--- config.mk ---
export PLATFORM = sky130hd
export DESIGN_NAME = bcd_step_counter
export DESIGN_NICKNAME = d
export VERILOG_FILES = /design/src/rtl/bcd_step_counter_pkg.sv /design/src/rtl/bcd_digit.sv /design/src/rtl/bcd_step_counter.sv
export SDC_FILE = /design/constraint.sdc
export NUM_CORES = 1
export LEC_CHECK = 0
export ABC_AREA = 1
export BUFFER_PORTS_ARGS = -buffer_cell sky130_fd_sc_hd__clkbuf_2
export CORE_MARGIN = 2
export CORE_UTILIZATION = 54
export DETAILED_ROUTE_END_ITERATION = 10
export PLACE_DENSITY_LB_ADDON = 0.08
export SETUP_SLACK_MARGIN = 0.1
export SLEW_MARGIN = 10
export SYNTH_ARGS = -nofsm -noshare
export SYNTH_HDL_FRONTEND = slang
export SYNTH_SLANG_ARGS = --single-unit
export TNS_END_PERCENT = 50
--- constraint.sdc ---
create_clock -name clk -period 1.56 [get_ports clk]
set_input_delay 0.312 -clock clk [delete_from_list [all_inputs] [get_ports clk]]
set_output_delay 0.312 -clock clk [all_outputs]
set_load 0.02 [all_outputs]
--- src/rtl/bcd_step_counter_pkg.sv ---
// Shared constants and types for the two-digit BCD step counter.
// Both the digit cells and the top import this package.
package bcd_step_counter_pkg;

  typedef logic [3:0] bcd_t;

  localparam bcd_t BCD_MAX  = 4'd9;
  localparam bcd_t BCD_ZERO = 4'd0;

  localparam logic DIR_UP   = 1'b1;
  localparam logic DIR_DOWN = 1'b0;

  function automatic logic is_bcd(input logic [3:0] nib);
    return nib <= BCD_MAX;
  endfunction

endpackage

--- src/rtl/bcd_digit.sv ---
// One BCD digit (0-9) with load, increment and decrement.
// Load wins over inc/dec. The wrap outputs ripple into the next digit.
module bcd_digit
  import bcd_step_counter_pkg::*;
(
  input  logic       clk,
  input  logic       rst,
  input  logic       inc,
  input  logic       dec,
  input  logic       load,
  input  logic [3:0] load_val,
  output logic [3:0] q,
  output logic       wrap_up,
  output logic       wrap_dn
);

  bcd_t r_q;

  always_ff @(posedge clk) begin
    if (rst) begin
      r_q <= BCD_ZERO;
    end else if (load) begin
      // Out-of-range nibbles load as zero so the digit never leaves BCD.
      r_q <= is_bcd(load_val) ? load_val : BCD_ZERO;
    end else if (inc) begin
      r_q <= (r_q == BCD_MAX) ? BCD_ZERO : r_q + 4'd1;
    end else if (dec) begin
      r_q <= (r_q == BCD_ZERO) ? BCD_MAX : r_q - 4'd1;
    end
  end

  assign q       = r_q;
  assign wrap_up = inc & ~load & (r_q == BCD_MAX);
  assign wrap_dn = dec & ~load & (r_q == BCD_ZERO);

endmodule

--- src/rtl/bcd_step_counter.sv ---
// Two-digit BCD up/down counter stepped by a debounced pushbutton.
// Priority per cycle: rst > load > (step & en). Pulses are registered.
module bcd_step_counter
  import bcd_step_counter_pkg::*;
#(
  parameter int DEBOUNCE_CYCLES = 4
) (
  input  logic       clk,
  input  logic       rst,
  input  logic       en,
  input  logic       up,
  input  logic       step_btn,
  input  logic       load,
  input  logic [7:0] load_val,
  output logic [3:0] ones,
  output logic [3:0] tens,
  output logic       carry,
  output logic       borrow,
  output logic       load_err
);

  localparam logic [7:0] DB_LAST = 8'(DEBOUNCE_CYCLES - 1);

  logic       r_s1;
  logic       r_s2;
  logic       r_clean;
  logic       r_clean_d;
  logic [7:0] r_db_cnt;
  logic       r_carry;
  logic       r_borrow;
  logic       r_load_err;

  logic       w_step;
  logic       w_step_go;
  logic       w_inc;
  logic       w_dec;
  logic       w_ones_wrap_up;
  logic       w_ones_wrap_dn;
  logic       w_tens_wrap_up;
  logic       w_tens_wrap_dn;
  logic       w_load_bad;

  always_ff @(posedge clk) begin
    if (rst) begin
      r_s1      <= 1'b0;
      r_s2      <= 1'b0;
      r_clean   <= 1'b0;
      r_clean_d <= 1'b0;
      r_db_cnt  <= 8'd0;
    end else begin
      r_s1      <= step_btn;
      r_s2      <= r_s1;
      r_clean_d <= r_clean;
      // Any sample matching the clean level restarts the qualification window.
      if (r_s2 == r_clean) begin
        r_db_cnt <= 8'd0;
      end else if (r_db_cnt == DB_LAST) begin
        r_clean  <= r_s2;
        r_db_cnt <= 8'd0;
      end else begin
        r_db_cnt <= r_db_cnt + 8'd1;
      end
    end
  end

  // Press edge only; a release never steps the count.
  assign w_step     = r_clean & ~r_clean_d;
  assign w_step_go  = w_step & en & ~load;
  assign w_inc      = w_step_go & (up == DIR_UP);
  assign w_dec      = w_step_go & (up != DIR_UP);
  assign w_load_bad = load & (~is_bcd(load_val[7:4]) | ~is_bcd(load_val[3:0]));

  bcd_digit u_ones (
    .clk      (clk),
    .rst      (rst),
    .inc      (w_inc),
    .dec      (w_dec),
    .load     (load),
    .load_val (load_val[3:0]),
    .q        (ones),
    .wrap_up  (w_ones_wrap_up),
    .wrap_dn  (w_ones_wrap_dn)
  );

  bcd_digit u_tens (
    .clk      (clk),
    .rst      (rst),
    .inc      (w_ones_wrap_up),
    .dec      (w_ones_wrap_dn),
    .load     (load),
    .load_val (load_val[7:4]),
    .q        (tens),
    .wrap_up  (w_tens_wrap_up),
    .wrap_dn  (w_tens_wrap_dn)
  );

  always_ff @(posedge clk) begin
    if (rst) begin
      r_carry    <= 1'b0;
      r_borrow   <= 1'b0;
      r_load_err <= 1'b0;
    end else begin
      r_carry    <= w_tens_wrap_up;
      r_borrow   <= w_tens_wrap_dn;
      r_load_err <= w_load_bad;
    end
  end

  assign carry    = r_carry;
  assign borrow   = r_borrow;
  assign load_err = r_load_err;

endmodule

Word level (Yosys, flattened, before mapping)
Cells that the tools add are included.
- reduce and logical (&&, ||, !) cells: 6
- bitwise logic cells: 21
- equality and inequality tests: 4
- add/subtract/negate cells: 5
- mux-type cells: 12
- magnitude comparators: 2
- operator list (kind ; count):
    2-to-1 mux 4 bit ; 12
    AND 1 bit ; 14
    adder 4 x 1 -> 4 bit (second input constant) ; 2
    adder 8 x 1 -> 8 bit (second input constant) ; 1
    equality test 4 bit (second input constant) ; 2
    equality test 8 x 2 -> 1 bit (second input constant) ; 1
    less-or-equal comparator 4 bit (second input constant) ; 2
    logical NOT 4 bit ; 2
    subtractor 4 x 1 -> 4 bit (second input constant) ; 2
    inverter 1 bit ; 6
    nonzero test 3 bit ; 2
    OR reduction 3 bit ; 1
    AND reduction 2 bit ; 1
    equality test 1 bit ; 1
    OR 1 bit ; 1
- register bits after elaboration: 23
- output and inout bits: 11

Logic depth before layout (Yosys ltp)
Gate-level depths: netlist (run 1).
- depth in word-level cells: 10
- gate-level depth with buffers: 10

By module
Synthesis (run 1) repeated with hierarchy kept, for this count alone.
- cell total of the unflattened synthesis: 246
- area total of the unflattened synthesis: 1539.0 um2
- by module, submodules not included (module ; cells each ; seq. area each (um2) ; area each (um2) ; instances):
    bcd_digit ; 75 ; 80.1 ; 419.2 ; 2
    bcd_step_counter ; 96 ; 300.3 ; 700.7 ; 1

Least setup slack after synthesis (run 1)
Ideal clock, no wire load.
- kind: register to register
- start: reg u_ones.r_q[3], in the netlist u_ones.q[3]
- end: reg u_tens.r_q[1], in the netlist u_tens.q[1]
- slack: 0.244 ns
- path buffers: 0
- data required time: 1.443 ns
- arrival: 1.199 ns
- stages on the path, launching flop included: 8
- library setup time: 0.117 ns
- cell sequence: dfxtp_1 > nand2_2 > nor2_4 > nand3_2 > nand3_2 > nand2_1 > nor2_1 > nor2_1
- word-level cells in the longest chain between the ends: 4
- elaborated cells on any way between the ends: 7
- classes of those cells: 1 x eq/ne; 2 x mux; 2 x bitwise; 2 x reduce/logical
- ends and longest elaborated chain (element ; line ; text):
    from (decl) ; bcd_digit.sv:17 ; bcd_t r_q;
    from (signal assigned) ; bcd_digit.sv:24 ; r_q <= is_bcd(load_val) ? load_val : BCD_ZERO;
    from (signal assigned) ; bcd_digit.sv:26 ; r_q <= (r_q == BCD_MAX) ? BCD_ZERO : r_q + 4'd1;
    from (signal assigned) ; bcd_digit.sv:28 ; r_q <= (r_q == BCD_ZERO) ? BCD_MAX : r_q - 4'd1;
    equality test 4 bit ; bcd_digit.sv:33 ; assign wrap_up = inc & ~load & (r_q == BCD_MAX);
    AND 1 bit ; bcd_digit.sv:33 ;
    2-to-1 mux 4 bit ; bcd_digit.sv:25 ; end else if (inc) begin
    2-to-1 mux 4 bit ; bcd_digit.sv:22 ; end else if (load) begin
    to (signal assigned) ; bcd_digit.sv:24 ;
    to (signal assigned) ; bcd_digit.sv:26 ;
    to (signal assigned) ; bcd_digit.sv:28 ;
    to (decl) ; bcd_digit.sv:17 ;
Parallel ways exist; a longest one is shown, timed or not.
A chain may end at the register's enable or synchronous reset.

Worst setup path after layout (run 1)
- start: reg r_clean
- end: reg u_tens.r_q[1], in the netlist u_tens.q[1]
- word-level cells in the longest chain between the ends: 8
- elaborated cells on any way between the ends: 12
- classes of those cells: 2 x mux; 9 x bitwise; 1 x reduce/logical
- ends and longest elaborated chain (element ; line ; text):
    from (decl) ; bcd_step_counter.sv:26 ; logic r_clean;
    from (signal assigned) ; bcd_step_counter.sv:58 ; r_clean <= r_s2;
    AND 1 bit (*) ; bcd_step_counter.sv:67 ; assign w_step = r_clean & ~r_clean_d;
    AND 1 bit (*) (2 in series) ; bcd_step_counter.sv:68 ; assign w_step_go = w_step & en & ~load;
    AND 1 bit ; bcd_step_counter.sv:69 ; assign w_inc = w_step_go & (up == DIR_UP);
    AND 1 bit (2 in series) ; bcd_digit.sv:33 ;
    2-to-1 mux 4 bit ; bcd_digit.sv:25 ;
    2-to-1 mux 4 bit ; bcd_digit.sv:22 ;
Mark *: on every way between the ends. The rest lies on a longest branch, timed or not.

==> results of run 1 <==
==> through the flow <==
step | total power [mW] | setup slack, ps | std cells | instance area (um^2)
after floorplan | 0.7738 | 243.7 | 201 | 1291
after global placement | 0.8349 | 143.4 | 253 | 1450
after detailed placement | 0.8401 | 63.36 | 253 | 1450
after CTS | 1.115 | 106.5 | 257 | 1476
after global routing | 1.185 | 80.03 | 260 | 1551
final | 1.120 | 172.2 | 260 | 1551
==> layout make-up <==
class	instances	area (um^2)	area share, %
inverter	31	116.4	7.500
tap	28	35.03	2.258
sequential	23	461.7	29.76
multi-input combinational	145	754.5	48.63
clock buffer	4	26.28	1.694
timing repair buffer	29	157.7	10.16
==> state kept, by name, summed over array words and instances, names as in the netlist <==
register	cells
u_ones.q	4
r_clean_d	1
carry	1
r_s1	1
u_tens.q	4
load_err	1
borrow	1
r_clean	1
r_s2	1
r_db_cnt	8
==> cells in the final DEF, fill, tap and decap left out <==
master / n
nor2_4: 1
o22ai_1: 1
nor2_2: 5
inv_1: 29
inv_2: 2
a31oi_1: 2
o311a_1: 1
dfxtp_1: 22
xor2_1: 1
o211ai_4: 1
nand4_1: 3
nand2_4: 1
clkbuf_2: 24
o21ai_1: 2
nor3_4: 1
nand3_2: 1
o211ai_1: 1
nor3b_1: 2
o21ai_0: 14
dfxtp_2: 1
a211oi_1: 1
nand2_2: 4
nor3_1: 5
clkbuf_1: 1
or2_2: 1
buf_4: 5
nor2_1: 34
ha_1: 1
nand3_1: 14
clkbuf_4: 3
nand3_4: 2
a21oi_1: 10
nand2_1: 36
==> kinds of logic after synthesis <==
kind of cell / count (synthesis)
AOI/OAI and AO/OA: 33
and+or+nand+nor: 110
adders and majority gates: 1
xor gates and xnor gates: 1
buffers and inverters: 33
DFF: 23
==> what timing repair did <==
item / in CTS / in global routing
setup endpoints to repair: 0 / 5
buffers inserted: 0 / 3
endpoints found under the hold margin: 0 / 0
gates resized for setup: 0 / 13
==> path summary, 6_finish.rpt <==
check | startpoint | endpoint | slack [ps] | depth (start not counted)
max | r_clean | u_tens.q[1] | 170 | 7
min | step_btn | r_s1 | 180 | 3
max reg2reg | r_clean | u_tens.q[1] | 170 | 7
min reg2reg | r_s1 | r_s2 | 420 | 2
==> power by group <==
group	leakage [nW]	switching (mW)	internal (mW)
combinational	0.525	0.135	0.0770
clock	0.0150	0.179	0.0997
sequential	0.188	0.0235	0.605
total	0.728	0.338	0.782
==> critical path: stages (launching register included) <==
cell and delay [ps]:
dfxtp_2 390, nand2_4 70, nor3_4 320, nand3_2 180
nand3_4 140, nand2_1 70, nor2_1 90, nor2_1 50
==> per-layer routing <==
metal | global-route usage, % | vias to the layer above
met4 | 8.120 | 0
met2 | 44.79 | 36
met3 | 3.107 | 2
met1 | 27.42 | 600
met5 | 0 | -
li1 | - | 718
==> impl_metrics.py, run 1 <==
metrics = {
    "synth": {
        "synthTopCellsByCount": "nand2_1 (39), nor2_1 (38), inv_1 (29)",
        "synth_area_mm2": 0.001291,
        "ys_warn_count": 0,
        "synth-seq-cells": 23,
        "syn_inst": 201,
        "synth_cell_types": 28,
        "syn-num-nets": 216,
        "synth_edf_count": 0,
        "async_reset_ff_share_pct": 0,
        "synth_top_family_by_area": "simple AND/OR/NAND/NOR gates",
        "ys.flop_type": "dfxtp_1",
        "synthMuxAreaShare_pct": 0,
        "avgSynthCellArea_um2": 6.424,
        "ys_seq_area_share_pct": 35.66,
        "synth_xor_area_share_pct": 0.6783,
        "synth_compound_area_share_pct": 14.44,
        "synth.area.top_cells": "dfxtp_1 (36%), nand2_1 (11%), nor2_1 (11%), inv_1 (8.4%), nand3_1 (5.8%)",
        "yosys.area_share.simple_pct": 38.37,
        "yosysMostFrequentCell": "nand2_1",
        "synthAdderAreaFrac_pct": 0.9690,
        "yosysTopAreaCell": "dfxtp_1",
        "synth_top_area_share_pct": 35.66,
    },
    "clocking": {
        "cts_sinks": 23,
        "path_clk_slew_ps": 130,
        "cts_max_path_buffers": 2,
        "clkLatencyLatePin_ps": 310,
        "cts_tree": "done",
        "cts-hold-fix-buffers": 0,
        "numCtsBuffers": 3,
        "ctsHtreeMaxLevel": 1,
        "cts_root_buffer": "clkbuf_4",
    },
    "sta": {
        "worst_slew_pin_slew_ps": 308.4,
        "finalCritPeriodShare_pct": 88.96,
        "setup_viol": 0,
        "slew-limit-headroom_pct": 79.22,
        "period_needed_ps": 1388,
        "rsz0062_at_grt": "yes",
        "clock.fmax_mhz": 720.6,
        "timing.hold.ws_ps": 178.4,
        "finalClockSkew_ps": 2.473,
        "hold_viol_final": 0,
        "setup_tns_ps": 0,
        "slew_viol_final": 0,
    },
    "job": {
        "maxCapViolCount": 0,
    },
    "critical_path": {
        "cp-start-kind": "flop",
        "path_max_fanout": 8,
        "crit_required_ps": 1780,
        "cp-end-kind": "flop",
        "arrival_ps": 1600,
        "crit_type": "flop to flop",
    },
    "place": {
        "port_buffers": 24,
        "globalplace.congestion": 0.8969,
        "dp_hpwl_um": 2352,
    },
    "die": {
        "dieHeight_um": 52.90,
        "core_area_mm2": 0.002233,
        "fp-row-count": 17,
        "initial_core_util_pct": 57.82,
        "dieArea_mm2": 0.002798,
        "ios": 25,
        "chipWidth_um": 52.90,
    },
    "global_routing": {
        "track_usage_pct": 23.88,
        "grt_max_degree": 13,
        "grt_pass1_wl_um": 4905,
        "gr-total-overflow": 0,
        "antenna_found_initial": 0,
        "grt_pass1_vias": 1257,
    },
    "drt": {
        "met1Wirelength_um": 1357,
        "drc": 0,
        "drt-initial-drc-count": 39,
        "drt-pass1-iter-count": 4,
        "wirelength_um": 3041,
        "vias_per_cell": 5.215,
        "highest_layer": "met4",
        "wl_met3_um": 122,
        "routedWlPerCell_um": 11.70,
        "num_vias": 1356,
        "dr_wl_met2_um": 1541,
        "ant_nets": 0,
    },
    "power": {
        "p_per_area_mw_per_mm2": 721.8,
        "max-vdd-ir-drop_mv": 0.3789,
        "p_leak_nw": 0.7279,
    },
    "layout": {
        "area_growth_pct": 20.16,
        "fillers": 216,
        "layout-drive-gt1-share_pct": 22.41,
        "nNetsFinal": 248,
        "antennaDiodeCount": 0,
        "final_util_pct": 69.47,
    },
    "outcome": {
        "outcome": "complete, no violations",
    },
    "hold_path": {
        "min_path_type": "input pin to flop",
    },
}
No activity file was read; power rests on OpenSTA's default activity.
==> run 2: changes to the inputs <==
CORE_UTILIZATION = 58   (was 54)
clock period = 1.6 ns   (was 1.56 ns; I/O delays follow)
==> run 2 against run 1 <==
Flip-flop and latch count unchanged. Via count decreased by 1.5%. Sequential share of layout area increased by 0.51 points. Count of clock-buffer cells in the layout decreased by 1. Largest cell class unchanged. Largest power group unchanged. Highest routed layer unchanged.
==> impl_metrics.py, run 2 (same netlist as run 1, synthesis figures left out) <==
metrics = {
    "outcome": {
        "outcome": "complete, no violations",
    },
    "layout": {
        "layout-drive-gt1-share_pct": 19.48,
        "final_common_cell": "nand2_1",
        "fillers": 204,
        "largest_reg_flops": 8,
        "area_growth_pct": 18.12,
        "final_cell_mix": "nand2_1 (39), nor2_1 (38), inv_1 (29), clkbuf_2 (24), dfxtp_1 (22)",
        "nNetsFinal": 247,
        "largest_register": "r_db_cnt",
        "antennaDiodeCount": 0,
    },
    "sta": {
        "worst_slack_ps": 180.4,
        "setup_tns_ps": 0,
        "slew_viol_final": 0,
        "finalCritPeriodShare_pct": 88.73,
        "clock.fmax_mhz": 704.4,
        "timing.hold.ws_ps": 170.5,
        "slew-limit-headroom_pct": 75.50,
        "rsz0062_at_grt": "yes",
        "worst_slew_pin_slew_ps": 363.7,
        "setup_viol": 0,
        "finalClockSkew_ps": 6.516,
        "period_needed_ps": 1420,
        "hold_viol_final": 0,
    },
    "clocking": {
        "clkLatencyLatePin_ps": 320,
        "cts_sinks": 23,
        "cts-hold-fix-buffers": 0,
        "cts_root_buffer": "clkbuf_4",
        "numCtsBuffers": 3,
        "cts_tree": "done",
        "path_clk_slew_ps": 140,
        "cts_max_path_buffers": 2,
        "ctsHtreeMaxLevel": 1,
    },
    "global_routing": {
        "gr-total-overflow": 0,
        "grt_pass1_wl_um": 4685,
        "grt_pass1_vias": 1134,
        "grt_max_degree": 15,
        "track_usage_pct": 23.68,
        "antenna_found_initial": 0,
    },
    "place": {
        "dp_hpwl_um": 2231,
        "port_buffers": 24,
        "place_ws_ps": 160.0,
        "globalplace.congestion": 0.9214,
    },
    "drt": {
        "vias_per_cell": 5.158,
        "drc": 0,
        "routedWlPerCell_um": 11.27,
        "ant_nets": 0,
        "drt-initial-drc-count": 37,
        "drt-pass1-iter-count": 5,
        "wirelength_um": 2920,
        "num_vias": 1336,
    },
    "hold_path": {
        "min_path_type": "input pin to flop",
    },
    "die": {
        "fp-row-count": 17,
        "core_area_mm2": 0.002148,
        "dieHeight_um": 51.19,
        "chipWidth_um": 51.19,
        "dieArea_mm2": 0.002620,
        "initial_core_util_pct": 60.10,
        "ios": 25,
    },
    "power": {
        "p_leak_nw": 0.7142,
        "p_clk_share_pct": 25.7,
        "p_int_mw": 0.7598,
        "p_sw_mw": 0.3359,
        "max-vdd-ir-drop_mv": 0.5899,
        "netSwitchingFraction_pct": 30.66,
        "seqPwrFrac_pct": 55.9,
        "pwr-share-comb_pct": 18.4,
        "p_per_area_mw_per_mm2": 718.4,
    },
    "job": {
        "maxCapViolCount": 0,
    },
    "critical_path": {
        "crit_type": "flop to flop",
        "cp-start-kind": "flop",
        "path_max_fanout": 6,
        "arrival_ps": 1650,
        "cp-end-kind": "flop",
        "crit_required_ps": 1830,
    },
}
## run 2: final cells by class
cell class              instances  area [um^2]  area share [%]
repair buffers                 28        150.1           9.844
well taps                      28        35.03           2.297
clock inverters                 1        7.507          0.4922
multi-input cells             145        732.0           47.99
flip-flops and latches         23        461.7           30.27
clock buffers                   3        22.52           1.477
inverters                      31        116.4           7.629
## run 2: stage by stage
| stage | util [%] | cell area (um^2) | instances | total power [mW] |
|---|---|---|---|---|
| finish | 71.00 | 1525 | 259 | 1.096 |
| global route | 71.00 | 1525 | 259 | 1.155 |
| CTS | 68.90 | 1480 | 257 | 1.096 |
| detailed placement | 67.50 | 1450 | 253 | 0.8174 |
| global placement | 67.50 | 1450 | 253 | 0.8148 |
| floorplan | - | 1291 | 201 | 0.7545 |
## run 2: timing repair
action                                  in CTS  in global routing
setup buffers                                0                  2
gates resized for setup                      0                  5
endpoints found under the setup margin       0                  4
## run 2: power groups by stage
stage	registers (mW)	clock network, mW	logic [mW]
global route	0.616	0.311	0.227
CTS	0.612	0.291	0.193
floorplan	0.638	0	0.117
global placement	0.624	0	0.190
detailed placement	0.625	0	0.192
finish	0.613	0.281	0.202
## run 2: path summary, 6_finish.rpt
path | startpoint | to | slack (ps) | depth (start not counted)
worst min register to register | r_s1 | r_s2 | 430 | 2
worst min-delay path | step_btn | r_s1 | 170 | 3
worst max-delay path | r_clean | u_tens.q[0] | 180 | 8
worst max register to register | r_clean | u_tens.q[0] | 180 | 8
## run 2: worst max-delay path, stage by stage (launching register included)
cell     delay (ps)
dfxtp_2         380
nand2_2          70
nor3_4          310
nand3_4         160
nand3_4         130
buf_4           130
nand2_1          50
nand2_1          60
nor2_1           40
## run 2: routing by layer
layer	global-route usage, %	routed length (um)	vias to the layer above
li1	-	-	707
met1	31.05	1402	587
met2	40.26	1321	37
met3	2.632	153	5
met4	8.108	42	0
met5	0	0	-
==> run 3: changes to the inputs <==
CORE_MARGIN = default   (was 2)
CORE_UTILIZATION = 48   (was 58)
clock period = 1.3 ns   (was 1.6 ns; I/O delays follow)
==> run 3 against run 2 <==
Sequential share of layout area shrank 3.9 points. Combinational power is 54% higher. Non-clock buffer count grew 20. Highest routed layer unchanged. Setup slack got worse by 170 ps. Global-route usage rose by 0.31 points. Power grew 29%. Critical endpoint is now u_ones.q[2]. Clock skew down 1.6 ps. Clock power grew 28%. Routed wire length increased by 20%. Final cell count grew 8.5%. Critical path type unchanged. Flip-flop and latch count unchanged. Worst hold slack lost 55 ps.
==> impl_metrics.py, run 3 (same netlist as run 1, synthesis figures left out) <==
metrics = {
    "layout": {
        "layout-drive-gt1-share_pct": 39.84,
        "final_common_cell": "nand2_1",
        "final_cells": 281,
        "final_util_pct": 73.52,
        "final_cell_mix": "nand2_1 (36), nor2_1 (35), inv_1 (25), clkbuf_2 (21), buf_4 (18)",
        "antennaDiodeCount": 0,
        "largest_register": "r_db_cnt",
        "nNetsFinal": 267,
        "largest_reg_flops": 8,
        "area_growth_pct": 42.34,
    },
    "sta": {
        "setup_tns_ps": 0,
        "worst_slew_pin_slew_ps": 418.8,
        "period_needed_ps": 1287,
        "setup_viol": 0,
        "clock.fmax_mhz": 777.2,
        "finalCritPeriodShare_pct": 98.98,
        "finalClockSkew_ps": 4.942,
        "slew-limit-headroom_pct": 71.79,
        "worst_slack_ps": 13.28,
        "rsz0062_at_grt": "yes",
        "slew_viol_final": 0,
        "hold_viol_final": 0,
    },
    "power": {
        "pwr-share-comb_pct": 22.0,
        "max-vdd-ir-drop_mv": 0.5440,
        "p_total_mw": 1.418,
        "p_leak_nw": 0.8777,
        "seqPwrFrac_pct": 52.8,
        "p_sw_mw": 0.4458,
        "p_clk_share_pct": 25.3,
        "p_per_area_mw_per_mm2": 771.4,
        "p_int_mw": 0.9720,
        "netSwitchingFraction_pct": 31.44,
    },
    "place": {
        "globalplace.congestion": 0.8702,
        "place_ws_ps": -8.874,
        "port_buffers": 24,
        "dp_hpwl_um": 2332,
        "dp.cells": 264,
    },
    "drt": {
        "routedWlPerCell_um": 12.49,
        "drt-pass1-iter-count": 4,
        "wirelength_um": 3509,
        "drc": 0,
        "ant_nets": 0,
        "vias_per_cell": 5.352,
        "num_vias": 1504,
        "drt-initial-drc-count": 39,
    },
    "die": {
        "dieArea_mm2": 0.002901,
        "chipWidth_um": 53.87,
        "initial_core_util_pct": 51.65,
        "ios": 25,
        "fp-row-count": 18,
        "core_area_mm2": 0.002500,
        "dieHeight_um": 53.87,
    },
    "global_routing": {
        "antenna_found_initial": 0,
        "track_usage_pct": 23.99,
        "grt_pass1_wl_um": 5009,
        "grt_max_degree": 15,
        "gr-total-overflow": 0,
        "grt_pass1_vias": 1259,
    },
    "critical_path": {
        "path_max_fanout": 4,
        "cp-end-kind": "flop",
        "crit_required_ps": 1570,
        "cp-start-kind": "flop",
        "rr_startpoint": "r_clean",
        "arrival_ps": 1550,
        "critPathLaunch": "r_clean",
        "crit_type": "flop to flop",
    },
    "clocking": {
        "cts_max_path_buffers": 2,
        "cts_root_buffer": "clkbuf_4",
        "cts_tree": "done",
        "ctsHtreeMaxLevel": 1,
        "clkLatencyLatePin_ps": 320,
        "path_clk_slew_ps": 140,
        "numCtsBuffers": 3,
        "cts_sinks": 23,
        "cts-hold-fix-buffers": 0,
    },
    "hold_path": {
        "min_path_type": "input pin to flop",
        "min_from": "step_btn",
    },
    "job": {
        "maxCapViolCount": 0,
    },
    "outcome": {
        "outcome": "complete, no violations",
    },
}
## run 3: cell count changes in the layout (fill, tap and decap cells not counted), moves of 5 or more
cell,delta
buf_6,+8
a21oi_2,+5
dfxtp_2,+12
buf_4,+14
dfxtp_1,-14
a21oi_1,-5
## run 3: metrics by stage
stage | instance area (um^2) | hold WS, ps
after CTS | 1624 | 109.5
after global routing | 1838 | 101.6
after detailed placement | 1546 | 400.4
after floorplan | 1318 | 367.0
final | 1838 | 115.3
after global placement | 1546 | 398.4
## run 3: path summary, 6_finish.rpt
check	depth (start not counted)	slack, ps	endpoint
worst max-delay path	8	10	u_ones.q[2]
worst min-delay path	3	120	r_s1
worst max register to register	8	10	u_ones.q[2]
worst min register to register	2	420	r_s2
## run 3: final cells by class
class / instances / area, um^2
inverter: 31 / 118.9
clock inverter: 1 / 7.507
sequential: 23 / 484.2
multi-input combinational: 145 / 832.0
timing repair buffer: 48 / 335.3
clock buffer: 3 / 22.52
tap: 30 / 37.54
fill: 215 / 661.9
## run 3: layer usage
metal | GRT usage, % | up-vias | part of all wire [%]
met5 | 0 | - | 0
met1 | 28.38 | 695 | 44
met4 | 10.96 | 0 | 1.1
met2 | 41.98 | 50 | 49
li1 | - | 753 | -
met3 | 3.672 | 6 | 5.0
## run 3: critical path: stages (launching register included)
cell     delay [ps]
dfxtp_2         370
nand2_4          60
nor3_4          250
buf_4           180
buf_6            90
inv_4            30
a21oi_2         110
a21oi_2          60
nor2_1           80
## run 3: timing repair
action                                 in CTS  in global routing
setup endpoints to repair                  19                 20
pin swaps                                   4                 11
setup buffers                               3                 10
resized for setup                          11                 47
endpoints found under the hold margin       0                  0
## run 3: power groups by stage
stage / logic [mW] / registers (mW) / clock network, mW
2_1_floorplan: 0.147 / 0.786 / 0
3_3_place_gp: 0.270 / 0.763 / 0
3_5_place_dp: 0.271 / 0.764 / 0
4_1_cts: 0.276 / 0.749 / 0.367
5_1_grt: 0.345 / 0.750 / 0.387
6_report: 0.311 / 0.748 / 0.359
